===== config.mk =====
export PLATFORM = sky130hd
export DESIGN_NAME = keypad_scanner_rpt_flat
export DESIGN_NICKNAME = d
export VERILOG_FILES = /design/src/rtl/keypad_scanner_rpt_if.sv /design/src/rtl/keypad_scanner_rpt.sv /design/src/flat_wrapper.sv
export SDC_FILE = /design/constraint.sdc
export NUM_CORES = 1
export LEC_CHECK = 0
export ABC_CLOCK_PERIOD_IN_PS = 3400
export CAP_MARGIN = 20
export CORE_ASPECT_RATIO = 1.2
export CORE_MARGIN = 1
export CORE_UTILIZATION = 50
export DETAILED_ROUTE_END_ITERATION = 6
export GPL_TIMING_DRIVEN = 0
export PLACE_DENSITY = 0.76
export SLEW_MARGIN = 20
export SYNTH_ARGS = -nofsm -noshare
export SYNTH_HDL_FRONTEND = slang
export SYNTH_SLANG_ARGS = --single-unit
export TNS_END_PERCENT = 100

===== constraint.sdc =====
create_clock -name CLK -period 3.4 [get_ports CLK]
set_input_delay 0.85 -clock CLK [delete_from_list [all_inputs] [get_ports CLK]]
set_output_delay 0.85 -clock CLK [all_outputs]
set_load 0.1 [all_outputs]

===== src/rtl/keypad_scanner_rpt_if.sv =====
// Key-scanner bundle: raw key lines and repeat enable in, press/release/error strobes out.
interface keypad_scanner_rpt_if #(
  parameter int NUM_KEYS = 9
) ();
  localparam int VAL_W = $clog2(NUM_KEYS + 1);

  logic [NUM_KEYS-1:0] key;
  logic                repeat_en;
  logic                key_pulse;
  logic [VAL_W-1:0]    key_value;
  logic                key_held;
  logic                release_pulse;
  logic                multi_err;

  modport master (
    output key, repeat_en,
    input  key_pulse, key_value, key_held, release_pulse, multi_err
  );

  modport slave (
    input  key, repeat_en,
    output key_pulse, key_value, key_held, release_pulse, multi_err
  );
endinterface


===== src/rtl/keypad_scanner_rpt.sv =====
// Active-low keypad front end: 2-FF sync, debounce, single-key press/repeat/release
// strobes with multi-key lockout.
module keypad_scanner_rpt #(
  parameter int NUM_KEYS        = 9,
  parameter int DEBOUNCE_CYCLES = 16,
  parameter int REPEAT_DELAY    = 500,
  parameter int REPEAT_PERIOD   = 100,
  localparam int VAL_W          = $clog2(NUM_KEYS + 1)
) (
  input logic                 CLK,
  input logic                 RESET_N,
  keypad_scanner_rpt_if.slave bus
);

  localparam int DB_W    = (DEBOUNCE_CYCLES > 1) ? $clog2(DEBOUNCE_CYCLES) : 1;
  localparam int TMR_MAX = ((REPEAT_DELAY > REPEAT_PERIOD) ? REPEAT_DELAY : REPEAT_PERIOD) - 1;
  localparam int TMR_W   = (TMR_MAX > 0) ? $clog2(TMR_MAX + 1) : 1;

  localparam logic [DB_W-1:0]  DB_LAST     = DB_W'(DEBOUNCE_CYCLES - 1);
  localparam logic [TMR_W-1:0] DELAY_LAST  = TMR_W'(REPEAT_DELAY - 1);
  localparam logic [TMR_W-1:0] PERIOD_LAST = TMR_W'(REPEAT_PERIOD - 1);

  typedef enum logic [1:0] {IDLE, HOLD, REPEAT, LOCK} state_t;

  logic [NUM_KEYS-1:0] sync1_q, sync2_q, cand_q, stable_q, latch_q;
  logic [DB_W-1:0]     db_cnt_q;
  logic [TMR_W-1:0]    tmr_q;
  state_t              state_q;
  logic                key_pulse_q, release_pulse_q, multi_err_q, key_held_q;
  logic [VAL_W-1:0]    key_value_q;

  logic [NUM_KEYS-1:0] pressed;
  logic                any_press, single_press;
  logic [VAL_W-1:0]    press_code;

  always_ff @(posedge CLK or negedge RESET_N) begin
    if (!RESET_N) begin
      sync1_q  <= '1;
      sync2_q  <= '1;
      cand_q   <= '1;
      stable_q <= '1;
      db_cnt_q <= '0;
    end else begin
      sync1_q <= bus.key;
      sync2_q <= sync1_q;
      if (sync2_q != cand_q) begin
        cand_q   <= sync2_q;
        db_cnt_q <= '0;
      end else if (db_cnt_q == DB_LAST) begin
        stable_q <= cand_q;
      end else begin
        db_cnt_q <= db_cnt_q + DB_W'(1);
      end
    end
  end

  // A power-of-two test on the pressed mask separates single presses from chords.
  always_comb begin
    pressed      = ~stable_q;
    any_press    = |pressed;
    single_press = any_press && ((pressed & (pressed - NUM_KEYS'(1))) == '0);
    press_code   = '0;
    for (int i = 0; i < NUM_KEYS; i++) begin
      if (pressed[i]) press_code = VAL_W'(i + 1);
    end
  end

  always_ff @(posedge CLK or negedge RESET_N) begin
    if (!RESET_N) begin
      state_q         <= IDLE;
      latch_q         <= '1;
      tmr_q           <= '0;
      key_pulse_q     <= 1'b0;
      release_pulse_q <= 1'b0;
      multi_err_q     <= 1'b0;
      key_held_q      <= 1'b0;
      key_value_q     <= '0;
    end else begin
      key_pulse_q     <= 1'b0;
      release_pulse_q <= 1'b0;
      multi_err_q     <= 1'b0;
      unique case (state_q)
        IDLE: begin
          if (single_press) begin
            key_pulse_q <= 1'b1;
            key_value_q <= press_code;
            latch_q     <= stable_q;
            tmr_q       <= '0;
            key_held_q  <= 1'b1;
            state_q     <= HOLD;
          end else if (any_press) begin
            multi_err_q <= 1'b1;
            state_q     <= LOCK;
          end
        end
        HOLD, REPEAT: begin
          if (!any_press) begin
            release_pulse_q <= 1'b1;
            key_held_q      <= 1'b0;
            state_q         <= IDLE;
          end else if (stable_q != latch_q) begin
            multi_err_q <= 1'b1;
            key_held_q  <= 1'b0;
            state_q     <= LOCK;
          end else if (state_q == HOLD) begin
            if (bus.repeat_en && tmr_q == DELAY_LAST) begin
              key_pulse_q <= 1'b1;
              tmr_q       <= '0;
              state_q     <= REPEAT;
            end else if (tmr_q != DELAY_LAST) begin
              tmr_q <= tmr_q + TMR_W'(1);
            end
          end else begin
            // Timer parks at the period limit so re-enabling repeat fires at once.
            if (bus.repeat_en && tmr_q == PERIOD_LAST) begin
              key_pulse_q <= 1'b1;
              tmr_q       <= '0;
            end else if (tmr_q != PERIOD_LAST) begin
              tmr_q <= tmr_q + TMR_W'(1);
            end
          end
        end
        LOCK: begin
          if (!any_press) state_q <= IDLE;
        end
        default: state_q <= IDLE;
      endcase
    end
  end

  assign bus.key_pulse     = key_pulse_q;
  assign bus.key_value     = key_value_q;
  assign bus.key_held      = key_held_q;
  assign bus.release_pulse = release_pulse_q;
  assign bus.multi_err     = multi_err_q;

endmodule


===== src/flat_wrapper.sv =====
// flat-port wrapper written by rule: the top's interface ports become plain ports
module keypad_scanner_rpt_flat 
#(
  parameter int NUM_KEYS        = 9,
  parameter int DEBOUNCE_CYCLES = 16,
  parameter int REPEAT_DELAY    = 500,
  parameter int REPEAT_PERIOD   = 100,
  localparam int VAL_W          = $clog2(NUM_KEYS + 1)
)
  (CLK, RESET_N, bus_key, bus_repeat_en, bus_key_pulse, bus_key_value, bus_key_held, bus_release_pulse, bus_multi_err);
  keypad_scanner_rpt_if #(.NUM_KEYS(NUM_KEYS)) bus_i ();
  input logic CLK;
  input logic RESET_N;
  input wire logic [$bits(bus_i.key)-1:0] bus_key;
  input wire logic [$bits(bus_i.repeat_en)-1:0] bus_repeat_en;
  output wire logic [$bits(bus_i.key_pulse)-1:0] bus_key_pulse;
  output wire logic [$bits(bus_i.key_value)-1:0] bus_key_value;
  output wire logic [$bits(bus_i.key_held)-1:0] bus_key_held;
  output wire logic [$bits(bus_i.release_pulse)-1:0] bus_release_pulse;
  output wire logic [$bits(bus_i.multi_err)-1:0] bus_multi_err;
  assign bus_i.key = bus_key;
  assign bus_i.repeat_en = bus_repeat_en;
  assign bus_key_pulse = bus_i.key_pulse;
  assign bus_key_value = bus_i.key_value;
  assign bus_key_held = bus_i.key_held;
  assign bus_release_pulse = bus_i.release_pulse;
  assign bus_multi_err = bus_i.multi_err;
  keypad_scanner_rpt #(.NUM_KEYS(NUM_KEYS), .DEBOUNCE_CYCLES(DEBOUNCE_CYCLES), .REPEAT_DELAY(REPEAT_DELAY), .REPEAT_PERIOD(REPEAT_PERIOD)) u_core (.CLK(CLK), .RESET_N(RESET_N), .bus(bus_i));
endmodule

== Word level (Yosys, flattened, before mapping) ==
Index checks and enable logic that the tools add are counted.

* Reductions and logical operators: 13
* Equal/unequal tests: 21
* $add $sub $neg: 3
* Mux-type cells: 46
* Bitwise logic cells: 3

{| class="wikitable"
|+ Operators by type and width
! kind !! number
|-
| 2-to-1 mux 9 bit || 8
|-
| 2-to-1 mux 2 bit || 9
|-
| != test 9 bit || 2
|-
| case mux 9 bit (2 select lines) || 1
|-
| 2-to-1 mux 1 bit || 16
|-
| 2-to-1 mux 4 bit || 4
|-
| 2-to-1 mux 3 bit || 4
|-
| != test 4 bit, second input constant || 3
|-
| adder 9 x 1 -> 9 bit, second input constant || 1
|-
| AND 9 bit || 1
|-
| == test 9 x 7 -> 1 bit, second input constant || 1
|-
| == test 9 bit, second input constant || 1
|-
| zero test 9 bit || 1
|-
| != test 9 x 7 -> 1 bit, second input constant || 1
|-
| != test 9 bit, second input constant || 1
|-
| inverter 9 bit || 1
|-
| OR reduction 9 bit || 1
|-
| subtractor 9 x 1 -> 9 bit, second input constant || 1
|-
| != test 2 x 1 -> 1 bit, second input constant || 3
|-
| case mux 1 bit (2 select lines) || 3
|-
| case mux 2 bit (3 select lines) || 1
|-
| AND reduction 6 bit || 1
|-
| adder 4 x 1 -> 4 bit, second input constant || 1
|-
| == test 2 bit, second input constant || 2
|-
| 14 further kinds || 18
|}

* Logic and storage cells: 99
* Register bits: 68
* Output and inout bits: 8
* Input bits: 12

== Logic depth before layout (Yosys ltp) ==
Gate-level depths: netlist of the first run.

* Depth in word-level cells: 10
* Gate-level depth with buffers: 10
* Mapped depth without buffers: 8

== Worst setup path after synthesis of the first run ==
No wires, ideal clock.

* Path type: reg-to-reg
* From: register u_core.stable_q[1]
* To: register u_core.key_value_q[0] (netlist: u_core.bus.key_value[0])
* Library setup time: 0.128 ns
* Path slack: 0.964 ns
* Cell stages (with the launch flop): 9
* Period minus slack after synthesis: 2.436 ns
* Data required time: 3.272 ns
* Buffers on the path: 2
* Arrival time: 2.307 ns
* Path through: dfstp_2 > buf_2 > nand4_2 > or3_4 > or3_1 > a21oi_1 > nand2_1 > buf_2 > mux2_1

* Cells in the longest elaborated chain, start to end: 9
* Elaborated cells between the ends (all ways): 15
* Those cells by class: 1 x add/sub; 8 x mux; 2 x bitwise; 4 x reduce/logical

{| class="wikitable"
|+ Ends and longest elaborated chain
! element !! line !! RTL
|-
| start: declaration || keypad_scanner_rpt.sv:25 || <nowiki>logic [NUM_KEYS-1:0] sync1_q, sync2_q, cand_q, stable_q, latch_q;</nowiki>
|-
| start signal: assignment || keypad_scanner_rpt.sv:50 || <nowiki>stable_q <= cand_q;</nowiki>
|-
| inverter 9 bit * || keypad_scanner_rpt.sv:59 || <nowiki>pressed = ~stable_q;</nowiki>
|-
| branches (longest 8 deep; another with subtractor 9 x 1 -> 9 bit) || -- ||
|-
| end signal: assignment || keypad_scanner_rpt.sv:86 || <nowiki>key_value_q <= press_code;</nowiki>
|-
| end: declaration || keypad_scanner_rpt.sv:30 || <nowiki>logic [VAL_W-1:0] key_value_q;</nowiki>
|}

Every way passes the cells marked *.
A chain may end at the register's enable or synchronous reset.

== Worst setup path after layout of the first run ==
Ends and elaborated chain as after synthesis.

==> results of run 1 <==
-- worst min path at each step --
| stage | from | to |
|---|---|---|
| floorplan | u_core.sync1_q[0]$_DFF_PN1_ | u_core.sync2_q[0]$_DFF_PN1_ |
| global placement | u_core.sync1_q[7]$_DFF_PN1_ | u_core.sync2_q[7]$_DFF_PN1_ |
| detailed placement | u_core.sync1_q[7]$_DFF_PN1_ | u_core.sync2_q[7]$_DFF_PN1_ |
| CTS | RESET_N | u_core.tmr_q[8]$_DFFE_PN0P_ |
| global route | u_core.sync1_q[0]$_DFF_PN1_ | u_core.sync2_q[0]$_DFF_PN1_ |
| finish | u_core.sync1_q[6]$_DFF_PN1_ | u_core.sync2_q[6]$_DFF_PN1_ |
-- power by group through the flow --
stage          registers (mW)  clock network (mW)  logic [mW]
2_1_floorplan           0.860                   0      0.0115
3_3_place_gp            0.861                   0      0.0412
3_5_place_dp            0.862                   0      0.0458
4_1_cts                 0.848               0.612      0.0463
5_1_grt                 0.850               0.642      0.0501
6_report                0.848               0.589      0.0444
-- cells in the mapped netlist (all sizes together), types with 2 or more instances --
cell	count	area, um2
dfstp	45	1180
dfrtp	23	576
mux2	20	225
clkbuf	14	52.6
xor2	14	123
o21ai	13	65.1
nand2	12	45.0
nor2	12	45.0
buf	10	71.3
o31ai	9	67.6
inv	8	30.0
nand3	8	40.0
a21oi	7	35.0
ha	7	87.6
a31oi	6	37.5
xnor2	6	52.6
nor3	5	25.0
nor4	4	31.3
o41ai	4	35.0
and3	3	18.8
mux2i	3	30.0
nand4	3	31.3
and4	2	17.5
maj3	2	20.0
nand2b	2	12.5
nor2b	2	12.5
or2	2	12.5
or3	2	17.5
or4	2	15.0
-- area by class of cell --
| type | count | area [um2] | area share (%) |
|---|---|---|---|
| Buffer | 24 | 124 | 3.40 |
| Inverter | 8 | 30.0 | 0.824 |
| Sequential cell | 68 | 1760 | 48.2 |
| Timing Repair Buffer | 20 | 215 | 5.91 |
| Multi-Input combinational cell | 166 | 1240 | 34.0 |
| Clock buffer | 11 | 151 | 4.16 |
| Clock inverter | 4 | 25.0 | 0.687 |
| Tap cell | 82 | 103 | 2.82 |
-- logic make-up after synthesis --
group	after synthesis	synth area share [%]
flip-flops	68	55.8
AND/OR/NAND/NOR	63	11.3
XOR/XNOR	20	5.56
multiplexers	23	8.11
adder cells (fa/ha/maj)	9	3.42
buffers and inverters	32	4.89
AO/OA/AOI/OAI	51	10.9
-- metrics by stage --
step | hold WS (ns) | TNS, ns | total power [mW]
final | 0.356 | 0 | 1.48
after global routing | 0.359 | 0 | 1.54
after CTS | 0.357 | 0 | 1.51
after detailed placement | 0.347 | 0 | 0.907
after global placement | 0.346 | -15.12 | 0.902
after floorplan | 0.345 | 0 | 0.871
-- layer usage --
layer,GRT usage [%],share of wire [%]
met2,31.0,52
met1,22.0,44
met3,4.85,2.8
met5,0,0
met4,9.26,2.0
-- state kept, by name (all words and copies together), names as in the netlist, 2 cells and up --
| name | count |
|---|---|
| u_core.bus.key_value | 4 |
| u_core.cand_q | 9 |
| u_core.db_cnt_q | 4 |
| u_core.latch_q | 9 |
| u_core.stable_q | 9 |
| u_core.state_q | 2 |
| u_core.sync1_q | 9 |
| u_core.sync2_q | 9 |
| u_core.tmr_q | 9 |
-- worst max-delay path, stage by stage (launching register included) --
cell and delay, ns:
dfstp_2 0.51, buf_2 0.19, nand4_2 0.17, or3_4 0.42, or3_1 0.33, a21oi_1 0.20
nand2_1 0.19, buf_2 0.26, mux2_1 0.34
==> metrics.csv, run 1 <==
stage,metric,value,unit
hold_path,hold_path_class,flop to flop,
critical_path,worstSetupPathType,flop to flop,
cells_and_area,layout_commonest_cell,dfstp_2,
place,dp.cells,368,
critical_path,r2r_start,u_core.stable_q[1]$_DFFE_PN1P_,
clock_network,numCtsBuffers,9,
route,drtAntennaViolNets,0,
critical_path,rr_worst_depth,8,
global_route,grt_max_degree,52,
place,gp_congestion,0.843,
global_route,overflow,0,
critical_path,reg2reg_to,u_core.bus.key_value[0]$_DFFE_PN0P_,
sta,period_share,80.1,%
sta,slew_headroom,33.4,%
die,num_rows,31,
die,start_util,52.0,%
route,routed-via-count,2065,
sta,rsz0062_at_grt,no,
cells_and_area,final_util,60.2,%
synthesis,yosysWarnings,0,
critical_path,rrSetupSlack,0.68,ns
place,io_buffers,19,
critical_path,arrival,2.94,ns
clock_network,cts_setup_buffers,0,
clock_network,cts-hold-fix-buffers,0,
sta,max_freq,0.367,GHz
sta,finClkSkew,0.00412,ns
clock_network,cts.path.max_buffers,2,
clock_network,cts.clk_slew.worst_paths,0.07,ns
die,die_width,74.5,um
synthesis,syn_area_per_cell,11.8,um2
cells_and_area,n_antenna_cell,0,
synthesis,ys_seq_area_share,55.8,%
cells_and_area,syn_to_final_growth,15.7,%
sta,fin_ws,0.678,ns
power_and_ir_drop,power_frac_seq,57.3,%
synthesis,syn-instance-count,266,
critical_path,crit_required,3.62,ns
cells_and_area,drive_gt1_share,29.2,%
place,dpl_worst_slack,0.359,ns
cells_and_area,final_cell_mix,"dfstp_2 (45), dfrtp_1 (23), clkdlybuf4s50_1 (18), clkbuf_1 (14), xor2_1 (14)",
clock_network,cts_root_buf,clkbuf_8,
route,wl,5.38,mm
critical_path,worst_setup_path_start_kind,flop,
die,ioPinCount,20,
place,dpl_cell_area,3470,um2
global_route,grt_pass1_vias,1945,
cells_and_area,final_cell_area,3640,um2
outcome,outcome,"finished, final reports clean",
sta,maxSlewViolCount,0,
power_and_ir_drop,powerDensity,407,nW/um2
power_and_ir_drop,cellLeakagePower,1.54,nW
die,die_h,88.9,um
clock_network,tritoncts,yes,
critical_path,end_kind,flop,
power_and_ir_drop,sw_frac_of_total,21.8,%
synthesis,ys_ff_latch,68,
power_and_ir_drop,switching_power,0.322,mW
hold_path,min_delay_path_depth,0,
global_route,antenna_found_initial,0,
clock_network,clkLatencyLatePin,0.34,ns
route,first_pass_iters,4,
route,initialDrtViolationCount,79,
flow_run,drv_cap,0,
sta,hold_viol,0,
synthesis,syn_nets,285,
synthesis,syn-cell-area,3150,um2
global_route,grt.total_usage,18.6,%
clock_network,ctsHtreeMaxLevel,3,
route,wire_per_inst,14.0,um
sta,fin_crit,2.72,ns
synthesis,synth_edf_count,0,
synthesis,synthArstFlopShare,100,%
critical_path,critPathLaunch,u_core.stable_q[1]$_DFFE_PN1P_,
cells_and_area,n_fill_cell,516,
sta,worst_slew_pin_slew,0.996,ns
power_and_ir_drop,clock_power_share,39.7,%
clock_network,post_cts_resized,0,
cells_and_area,nNetsFinal,316,
power_and_ir_drop,power_frac_comb,3.0,%
synthesis,synth_cell_types,53,
clock_network,clock-sinks,68,
route,via_per_inst,5.39,
sta,setup_viol,0,
critical_path,critPathMaxFanout,10,
cells_and_area,layoutNonFillerInstCount,383,
power_and_ir_drop,peakVddDrop,0.468,mV
die,die_area,6620,um2
die,core_region_area,6050,um2
global_route,grt_pass1_wl,9.00,mm
route,drcViolationCount,0,
critical_path,endpoint,u_core.bus.key_value[0]$_DFFE_PN0P_,
synthesis,synth_ff_type,dfstp_2,
power_and_ir_drop,cellInternalPower,1.16,mW
place,dp_hpwl,3.74,mm
Power figures use the tool's default switching activity.
==> run 2, diff against run 1 <==
- ABC_CLOCK_PERIOD_IN_PS: 3400 -> 2700
- clock period: 3.4 -> 2.7 ns (I/O delays scaled with it)
==> run 2 against run 1 <==
Effect of this change:
- highest routed layer unchanged
- sequential power is 26% higher
- maximum frequency is 5.9% higher
- non-clock buffer count down 2
- critical path depth is the same
- die area stayed put
- clock power increased by 26%
- combinational power up 25%
- wire length up 0.78%
- total power up 26%
- final area is 0.96% higher
==> metrics.csv, run 2 (same netlist as run 1, synthesis figures left out) <==
stage,metric,value,unit,change
clock_network,ctsHtreeMaxLevel,3,,unchanged
critical_path,cp_num_cells,8,,unchanged
global_route,overflow,0,,unchanged
clock_network,clock-sinks,68,,unchanged
flow_run,drv_cap,0,,unchanged
sta,fin_ws,0.131,ns,-0.547 ns
route,wl,5.42,mm,+0.78%
sta,hold_viol,0,,unchanged
clock_network,cts.path.max_buffers,2,,unchanged
global_route,grt_max_degree,52,,unchanged
cells_and_area,n_antenna_cell,0,,unchanged
clock_network,cts_root_buf,clkbuf_8,,
route,routed-via-count,2064,,-0.048%
critical_path,arrival,2.80,ns,-0.14 ns
global_route,grt_pass1_wl,9.00,mm,unchanged
die,die_width,74.5,um,unchanged
critical_path,worst_path_largest_cell_delay,0.51,ns,about the same
route,via_per_inst,5.42,,+0.48%
sta,max_freq,0.389,GHz,+5.9%
cells_and_area,syn_to_final_growth,16.8,%,
critical_path,endpoint,u_core.tmr_q[4]$_DFFE_PN0P_,,
sta,slew_headroom,33.4,%,about the same
global_route,grt.total_usage,18.6,%,unchanged
hold_path,hold_path_class,primary input to asynchronous set/reset pin,,
die,num_rows,31,,unchanged
die,die_h,88.9,um,unchanged
critical_path,crit_family,simple AND/OR/NAND/NOR gates,,
critical_path,crit_required,2.93,ns,-0.69 ns
critical_path,rrSetupSlack,0.13,ns,-0.55 ns
die,core_region_area,6050,um2,unchanged
clock_network,cts.clk_slew.worst_paths,0.07,ns,about the same
clock_network,cts-hold-fix-buffers,0,,unchanged
clock_network,numCtsBuffers,9,,unchanged
route,drtAntennaViolNets,0,,unchanged
sta,maxSlewViolCount,0,,unchanged
critical_path,worstSetupPathType,flop to flop,,
route,initialDrtViolationCount,69,,-13%
cells_and_area,nNetsFinal,314,,-0.63%
place,dp_hpwl,3.74,mm,unchanged
sta,hold_slack,0.202,ns,-0.155 ns
global_route,antenna_found_initial,0,,unchanged
cells_and_area,final_util,60.8,%,+0.58 points
route,drcViolationCount,0,,unchanged
clock_network,clkLatencyLatePin,0.34,ns,about the same
sta,period_share,95.2,%,+15 points
sta,finClkSkew,0.00486,ns,+0.000742 ns
clock_network,tritoncts,yes,,
critical_path,worst-path-buf-inv,2,,unchanged
route,wire_per_inst,14.2,um,+1.3%
power_and_ir_drop,peakVddDrop,0.590,mV,+26%
power_and_ir_drop,cellLeakagePower,1.56,nW,+1.3%
critical_path,critPathLaunch,u_core.stable_q[3]$_DFFE_PN1P_,,
power_and_ir_drop,powerDensity,507,nW/um2,+25%
critical_path,end_kind,flop,,
critical_path,rr_worst_depth,8,,unchanged
die,start_util,52.0,%,unchanged
critical_path,crit_path_cell_trace,buf_4 > nand4_4 > or3_4 > or3_1 > o211a_1 > or2_0 > buf_6 > o41ai_1,,
die,die_area,6620,um2,unchanged
critical_path,critPathMaxFanout,9,,-1
global_route,grt_pass1_vias,1945,,unchanged
cells_and_area,layout_commonest_cell,dfstp_2,,
place,io_buffers,19,,unchanged
route,first_pass_iters,4,,unchanged
critical_path,worst_setup_path_start_kind,flop,,
sta,fin_crit,2.57,ns,-0.153 ns
die,ioPinCount,20,,unchanged
sta,worst_slew_pin_slew,0.996,ns,+0.000302 ns
outcome,outcome,"finished, final reports clean",,
cells_and_area,final_cell_mix,"dfstp_2 (45), dfrtp_1 (23), clkdlybuf4s50_1 (18), xor2_1 (14)",,
critical_path,r2r_start,u_core.stable_q[3]$_DFFE_PN1P_,,
sta,setup_viol,0,,unchanged
cells_and_area,drive_gt1_share,31.1,%,+1.9 points
critical_path,reg2reg_to,u_core.tmr_q[4]$_DFFE_PN0P_,,
place,dpl_worst_slack,-0.166,ns,-0.525 ns
critical_path,crit_slowest_cell,dfstp_2,,
place,gp_congestion,0.843,,unchanged
==> run 2: final cells by class <==
cell class                 count  area, um2
fill                         508       2370
clock buffer                  11        151
sequential                    68       1760
clock inverter                 4       25.0
inverter                       8       30.0
buffer                        19        105
multi-input combinational    166       1270
timing repair buffer          23        238
tap                           82        103
==> run 2: through the flow <==
step                cells  setup TNS, ns  area (um2)  power, mW
floorplan             266              0        3150       1.10
global placement      367         -47.88        3440       1.14
detailed placement    368         -0.352        3470       1.14
CTS                   383              0        3650       1.90
global route          381        -0.0480        3680       1.94
finish                381              0        3680       1.87
==> run 2: how the worst min path moves through the flow <==
stage / endpoint / slack, ns / depth (start not counted)
after floorplan: u_core.sync2_q[0]$_DFF_PN1_ / 0.35 / 0
after global placement: u_core.sync2_q[7]$_DFF_PN1_ / 0.35 / 0
after detailed placement: u_core.sync2_q[7]$_DFF_PN1_ / 0.35 / 0
after CTS: u_core.tmr_q[8]$_DFFE_PN0P_ / 0.19 / 1
after global routing: u_core.tmr_q[8]$_DFFE_PN0P_ / 0.20 / 1
final: u_core.tmr_q[8]$_DFFE_PN0P_ / 0.20 / 1
==> run 2: repair_timing <==
action                                  in CTS  in global routing
hold endpoints to repair                     0                  0
buffers inserted                             0                  3
endpoints found under the setup margin       6                 16
gates resized for setup                      2                  9
pin swaps                                    1                  1
==> run 2: power by group <==
group | internal, mW | switching (mW)
clock network | 0.375 | 0.367
logic | 0.0276 | 0.0280
registers | 1.06 | 0.0109
==> run 2: layer usage <==
| layer | up-vias | global-route usage [%] | share of wire (%) |
|---|---|---|---|
| li1 | 1000 | - | - |
| met1 | 1024 | 22.0 | 43 |
| met2 | 33 | 31.0 | 53 |
| met3 | 7 | 4.85 | 2.5 |
| met4 | 0 | 9.26 | 1.4 |
| met5 | - | 0 | 0 |
